## src/rtl/smc_rd_arb.sv

```systemverilog
// smc_rd_arb: shares one System Memory Controller read port between N
// requesters.
//
// Address channel: requesters are arbitrated round-robin. The winning
// request is loaded into a registered output stage (smc_addr/smc_len/
// smc_aid/smc_avalid). The winner sees req_aready in the same cycle it
// is loaded. Each requester may have at most MAX_OUTST bursts
// outstanding. A burst counts from its acceptance here until its last
// beat is returned.
//
// Data channel: returned beats are steered combinationally to the
// requester selected by smc_id. Beats carrying an id with no requester
// behind it are accepted and dropped, and they set the sticky err flag.
// A last beat for a requester with no outstanding burst also sets err.
//
// Ports:
//   clk, rst                      clock, synchronous active-high reset
//   req_addr/req_len/req_avalid   per-requester address requests (slice i = requester i)
//   req_aready                    per-requester address accept
//   req_data/req_last             returned data, broadcast to all requesters
//   req_valid/req_ready           per-requester data handshake
//   smc_aid/smc_addr/smc_len      registered address request to the controller
//   smc_avalid/smc_aready         controller address handshake
//   smc_id/smc_data/smc_last      returned beat from the controller
//   smc_strb                      byte strobes (ignored)
//   smc_valid/smc_ready           controller data handshake
//   err                           sticky unroutable-id / unexpected-last flag
module smc_rd_arb #(
  parameter int  N         = 4,
  parameter int  ADDR_W    = 32,
  parameter int  LEN_W     = 16,
  parameter int  DATA_W    = 64,
  parameter int  MAX_OUTST = 4,
  localparam int ID_W      = (N > 1) ? $clog2(N) : 1
) (
  input  logic                clk,
  input  logic                rst,
  input  logic [N*ADDR_W-1:0] req_addr,
  input  logic [N*LEN_W-1:0]  req_len,
  input  logic [N-1:0]        req_avalid,
  output logic [N-1:0]        req_aready,
  output logic [DATA_W-1:0]   req_data,
  output logic                req_last,
  output logic [N-1:0]        req_valid,
  input  logic [N-1:0]        req_ready,
  output logic [ID_W-1:0]     smc_aid,
  output logic [ADDR_W-1:0]   smc_addr,
  output logic [LEN_W-1:0]    smc_len,
  output logic                smc_avalid,
  input  logic                smc_aready,
  input  logic [ID_W-1:0]     smc_id,
  input  logic [DATA_W-1:0]   smc_data,
  input  logic [DATA_W/8-1:0] smc_strb,
  input  logic                smc_valid,
  output logic                smc_ready,
  input  logic                smc_last,
  output logic                err
);

  localparam int               CNT_W   = $clog2(MAX_OUTST + 1);
  localparam logic [CNT_W-1:0] CNT_MAX = CNT_W'(MAX_OUTST);

  logic [CNT_W-1:0]  cnt [N];
  logic [ID_W-1:0]   rr_ptr;
  logic [N-1:0]      elig;
  logic              hi_any, lo_any;
  logic [ID_W-1:0]   hi_idx, lo_idx;
  logic              grant_any;
  logic [ID_W-1:0]   grant_idx;
  logic              load;
  logic [ADDR_W-1:0] grant_addr;
  logic [LEN_W-1:0]  grant_len;
  logic              id_hit;
  logic [N-1:0]      dec;
  logic              unused_strb;

  assign unused_strb = ^smc_strb;

  always_comb begin
    elig = '0;
    for (int unsigned i = 0; i < N; i++) begin
      elig[i] = req_avalid[i] && (cnt[i] < CNT_MAX);
    end
  end

  // The circular search starting at rr_ptr+1 is split into two linear
  // scans. The lowest eligible index above rr_ptr wins. Otherwise the
  // lowest eligible index at or below rr_ptr wins (the wrapped part).
  always_comb begin
    hi_any = 1'b0;
    lo_any = 1'b0;
    hi_idx = '0;
    lo_idx = '0;
    for (int unsigned i = 0; i < N; i++) begin
      if (elig[i]) begin
        if (i > 32'(rr_ptr)) begin
          if (!hi_any) begin
            hi_any = 1'b1;
            hi_idx = ID_W'(i);
          end
        end else if (!lo_any) begin
          lo_any = 1'b1;
          lo_idx = ID_W'(i);
        end
      end
    end
  end

  assign grant_any = hi_any || lo_any;
  assign grant_idx = hi_any ? hi_idx : lo_idx;
  assign load      = grant_any && (!smc_avalid || smc_aready);

  always_comb begin
    grant_addr = '0;
    grant_len  = '0;
    req_aready = '0;
    for (int unsigned i = 0; i < N; i++) begin
      if (grant_idx == ID_W'(i)) begin
        grant_addr    = req_addr[i*ADDR_W +: ADDR_W];
        grant_len     = req_len[i*LEN_W +: LEN_W];
        req_aready[i] = load;
      end
    end
  end

  // An id that matches no requester leaves smc_ready at 1, so the beat
  // is consumed and dropped.
  always_comb begin
    req_valid = '0;
    dec       = '0;
    smc_ready = 1'b1;
    id_hit    = 1'b0;
    for (int unsigned i = 0; i < N; i++) begin
      if (smc_id == ID_W'(i)) begin
        id_hit       = 1'b1;
        req_valid[i] = smc_valid;
        smc_ready    = req_ready[i];
        dec[i]       = smc_valid && smc_last && req_ready[i];
      end
    end
  end

  assign req_data = smc_data;
  assign req_last = smc_last;

  always_ff @(posedge clk) begin
    if (rst) begin
      smc_avalid <= 1'b0;
      smc_addr   <= '0;
      smc_len    <= '0;
      smc_aid    <= '0;
      rr_ptr     <= ID_W'(N - 1);
      err        <= 1'b0;
      for (int unsigned i = 0; i < N; i++) begin
        cnt[i] <= '0;
      end
    end else begin
      if (load) begin
        smc_avalid <= 1'b1;
        smc_addr   <= grant_addr;
        smc_len    <= grant_len;
        smc_aid    <= grant_idx;
        rr_ptr     <= grant_idx;
      end else if (smc_aready) begin
        smc_avalid <= 1'b0;
      end

      if (smc_valid && !id_hit) begin
        err <= 1'b1;
      end

      for (int unsigned i = 0; i < N; i++) begin
        if (req_aready[i] && !dec[i]) begin
          cnt[i] <= cnt[i] + 1'b1;
        end else if (dec[i] && !req_aready[i] && (cnt[i] != '0)) begin
          cnt[i] <= cnt[i] - 1'b1;
        end
        if (dec[i] && (cnt[i] == '0)) begin
          err <= 1'b1;
        end
      end
    end
  end

endmodule

```

## config.mk

```make
export PLATFORM = sky130hd
export DESIGN_NAME = smc_rd_arb
export DESIGN_NICKNAME = d
export VERILOG_FILES = /design/src/rtl/smc_rd_arb.sv
export SDC_FILE = /design/constraint.sdc
export NUM_CORES = 1
export LEC_CHECK = 0
export ABC_CLOCK_PERIOD_IN_PS = 10330
export CAP_MARGIN = 20
export CORE_AREA = 5 5 156 158
export DETAILED_ROUTE_END_ITERATION = 10
export DIE_AREA = 0 0 161 163
export SYNTH_ARGS = -nofsm -noshare
export SYNTH_HDL_FRONTEND = slang
export SYNTH_SLANG_ARGS = --single-unit
```

## constraint.sdc

```tcl
create_clock -name clk -period 10.33 [get_ports clk]
set_clock_uncertainty 0.05 [all_clocks]
set_input_delay 2.066 -clock clk [delete_from_list [all_inputs] [get_ports clk]]
set_output_delay 2.066 -clock clk [all_outputs]
set_load 0.1 [all_outputs]
```

==> results.ini <==
[power_and_ir_drop]
p_int_w = 0.000707
p_leak_nw = 2.92
p_sw_w = 0.000643
pwr-share-comb_pct = 53.6
powerDensity_nw_per_um2 = 174
ir_drop_mv = 0.0612
power.share.clock_pct = 21.5
sequentialPowerShare_pct = 24.9
switching_share_pct = 47.6

[logic_synthesis]
synth_area_leaders = dfxtp_1, buf_4, mux2i_1
ys_types = 62
synthArstFlopShare_pct = 0
synthCells = 593
yosysMostFrequentCell = buf_4
synth_seq_cells = 66
synth_top_cells_by_count = buf_4, nand2_1, dfxtp_1
synth_flop_cell = dfxtp_1
syn_avg_cell_area_um2 = 8.64
synth_area_um2 = 5120
synth.yosys.seq_area_share_pct = 28.1
synth_edf_count = 12
yosysTopAreaCellShare_pct = 21.1
syn-num-nets = 878
yosys.area.top_type = dfxtp_1
ys_warn_count = 0

[finish]
final_area_um2 = 7770
n_antenna_cell = 0
syn2layout_area_growth_pct = 51.7
layout.nets = 1051
fill_cells = 2438
layout-drive-gt1-share_pct = 7.91

[floorplan]
chipWidth_um = 161
core_area_um2 = 23000
io_pins = 405
die-area_um2 = 26200
initial_core_util_pct = 22.3
rows = 56
die_h_um = 163

[drt]
drcViolationCount = 0
avgRoutedWirePerCell_um = 17.6
drtIter0Drc = 179
detail-route-antenna-nets = 0
via_count = 4832
routed_wl_um = 18700
via_per_inst = 4.55
drtPass1Iterations = 4

[timing]
clock.fmax_mhz = 137
hold_slack_ns = 0.411
fin_crit_ns = 7.32
rsz0062_at_grt = no
tns_ns = 0
period_share_pct = 70.9
slew_violations = 0
hold_violations = 0
setup_viol = 0
worst_pin_slew_ns = 1.12
slew_headroom_pct = 25.3

[global_routing]
grt_pass1_vias = 4822
track_usage_pct = 13.3
grt_start_max_net_pins = 53
antenna_found_initial = 0
globalRouteOverflowTotal = 0
grt_pass1_wl_um = 27500

[clock_tree]
cts_buffer_depth = 2
clock_sinks = 66
cts_buffers = 9
cts_tree = yes
clk_pin_slew_ns = 0.05
ctsHoldBuffers = 0
cts-root-buf = clkbuf_16
cts_resized = 0
cts.htree.levels = 3
clk_latency_ns = 0.34
cts_setup_buffers = 0

[setup_path]
arrival_ns = 5.20
critPathKind = in -> out
end_kind = primary output
critical-path-max-stage-delay_ns = 1.17
path_cells = clkdlybuf4s50_1 -> nor2b_2 -> a221o_4 -> and2_4 -> nor3_1 -> clkdlybuf4s50_1
required_ns = 8.21
critPathTopFamily = buffers and inverters
startpoint_type = input pin
path_common_cell = clkdlybuf4s50_1
crit_buf_inv = 2
slowest_stage = clkdlybuf4s50_1
cp_max_fo = 52

[placement]
placed_area_um2 = 7500
port_buffers = 268
dp_hpwl_um = 14500
place.gp.congestion = 0.801

[job]
maxCapViolCount = 0

[outcome]
status = complete, no violations

[min_path]
min_path_type = reg -> reg

-- metrics by stage --
| stage | utilization [%] | worst slack (ns) | power (W) | std cells |
|---|---|---|---|---|
| after floorplan | - | 2.95 | 0.000971 | 593 |
| after global placement | 32.6 | 3.02 | 0.00107 | 1045 |
| after global routing | 33.8 | 2.81 | 0.00142 | 1061 |
| after CTS | 33.8 | 2.96 | 0.00137 | 1061 |
| after detailed placement | 32.6 | 2.96 | 0.00107 | 1045 |
| final | 33.8 | 3.01 | 0.00135 | 1061 |
-- state kept, by name (all words and copies together), names as in the netlist --
signal      count
err             1
smc_len        16
smc_addr       32
smc_aid         2
rr_ptr          2
cnt            12
smc_avalid      1
-- power groups by stage --
stage | clock network [W] | logic [W] | registers, W
detailed placement | 0 | 0.000731 | 0.000342
global route | 0.000314 | 0.000760 | 0.000342
finish | 0.000291 | 0.000724 | 0.000336
CTS | 0.000304 | 0.000733 | 0.000337
floorplan | 0 | 0.000356 | 0.000615
global placement | 0 | 0.000728 | 0.000340
-- metal layers --
| layer | track usage (%) | wire length (um) |
|---|---|---|
| met3 | 3.80 | 1300 |
| met1 | 15.8 | 7670 |
| met4 | 5.08 | 485 |
| met2 | 23.0 | 9230 |
| met5 | 0 | 0 |
-- path summary, 6_finish.rpt --
kind / start / end / slack [ns] / depth (start not counted)
setup reg to reg: cnt[3][2]$_DFFE_PP_ / cnt[0][2]$_SDFFCE_PN0P_ / 6.61 / 9
setup / recovery: req_avalid[3] / req_aready[1] / 3.01 / 6
hold reg to reg: smc_aid[1]$_SDFFE_PP0N_ / smc_aid[1]$_SDFFE_PP0N_ / 0.41 / 2
hold / removal: smc_aid[1]$_SDFFE_PP0N_ / smc_aid[1]$_SDFFE_PP0N_ / 0.41 / 2
-- final cells by class --
class | instances | area, um^2 | area share, %
multi-input cells | 401 | 2910 | 37.4
repair buffers | 275 | 2740 | 35.2
flip-flops and latches | 66 | 1440 | 18.5
well taps | 290 | 363 | 4.67
clock buffers | 11 | 243 | 3.12
inverters | 13 | 48.8 | 0.628
clock inverters | 5 | 30.0 | 0.386
-- worst reg2reg max path: cells and delay by family, from the launching register on --
| kind | cells | cell delay (ns) |
|---|---|---|
| flops | 1 | 0.48 |
| fa+ha+maj | 1 | 0.37 |
| simple gates | 4 | 1.39 |
| xor+xnor | 1 | 0.17 |
| compound gates | 3 | 1.06 |
-- kinds of logic after synthesis --
group | Yosys count | share of synthesized area, %
multiplexers | 49 | 9.82
adder cells (fa/ha/maj) | 6 | 1.91
flip-flops | 66 | 28.1
XOR/XNOR | 4 | 0.684
AND/OR/NAND/NOR | 162 | 17.2
AO/OA/AOI/OAI | 180 | 26.5
buffers and inverters | 126 | 15.8
-- layout by cell type, fill, tap and decap left out, drive strengths merged, types with 4 or more instances in the layout --
cell type / n
or2: 4
nor3: 8
nand2: 59
a211oi: 10
mux2i: 48
nand2b: 5
a21boi: 48
buf: 7
and3: 50
inv: 13
clkbuf: 11
a21oi: 8
nand3b: 8
dfxtp: 54
o21ai: 50
nor2: 7
edfxtp: 12
clkdlybuf4s50: 268
nand3: 4
o211ai: 48
Note: power is estimated with default switching activity, not from simulation.
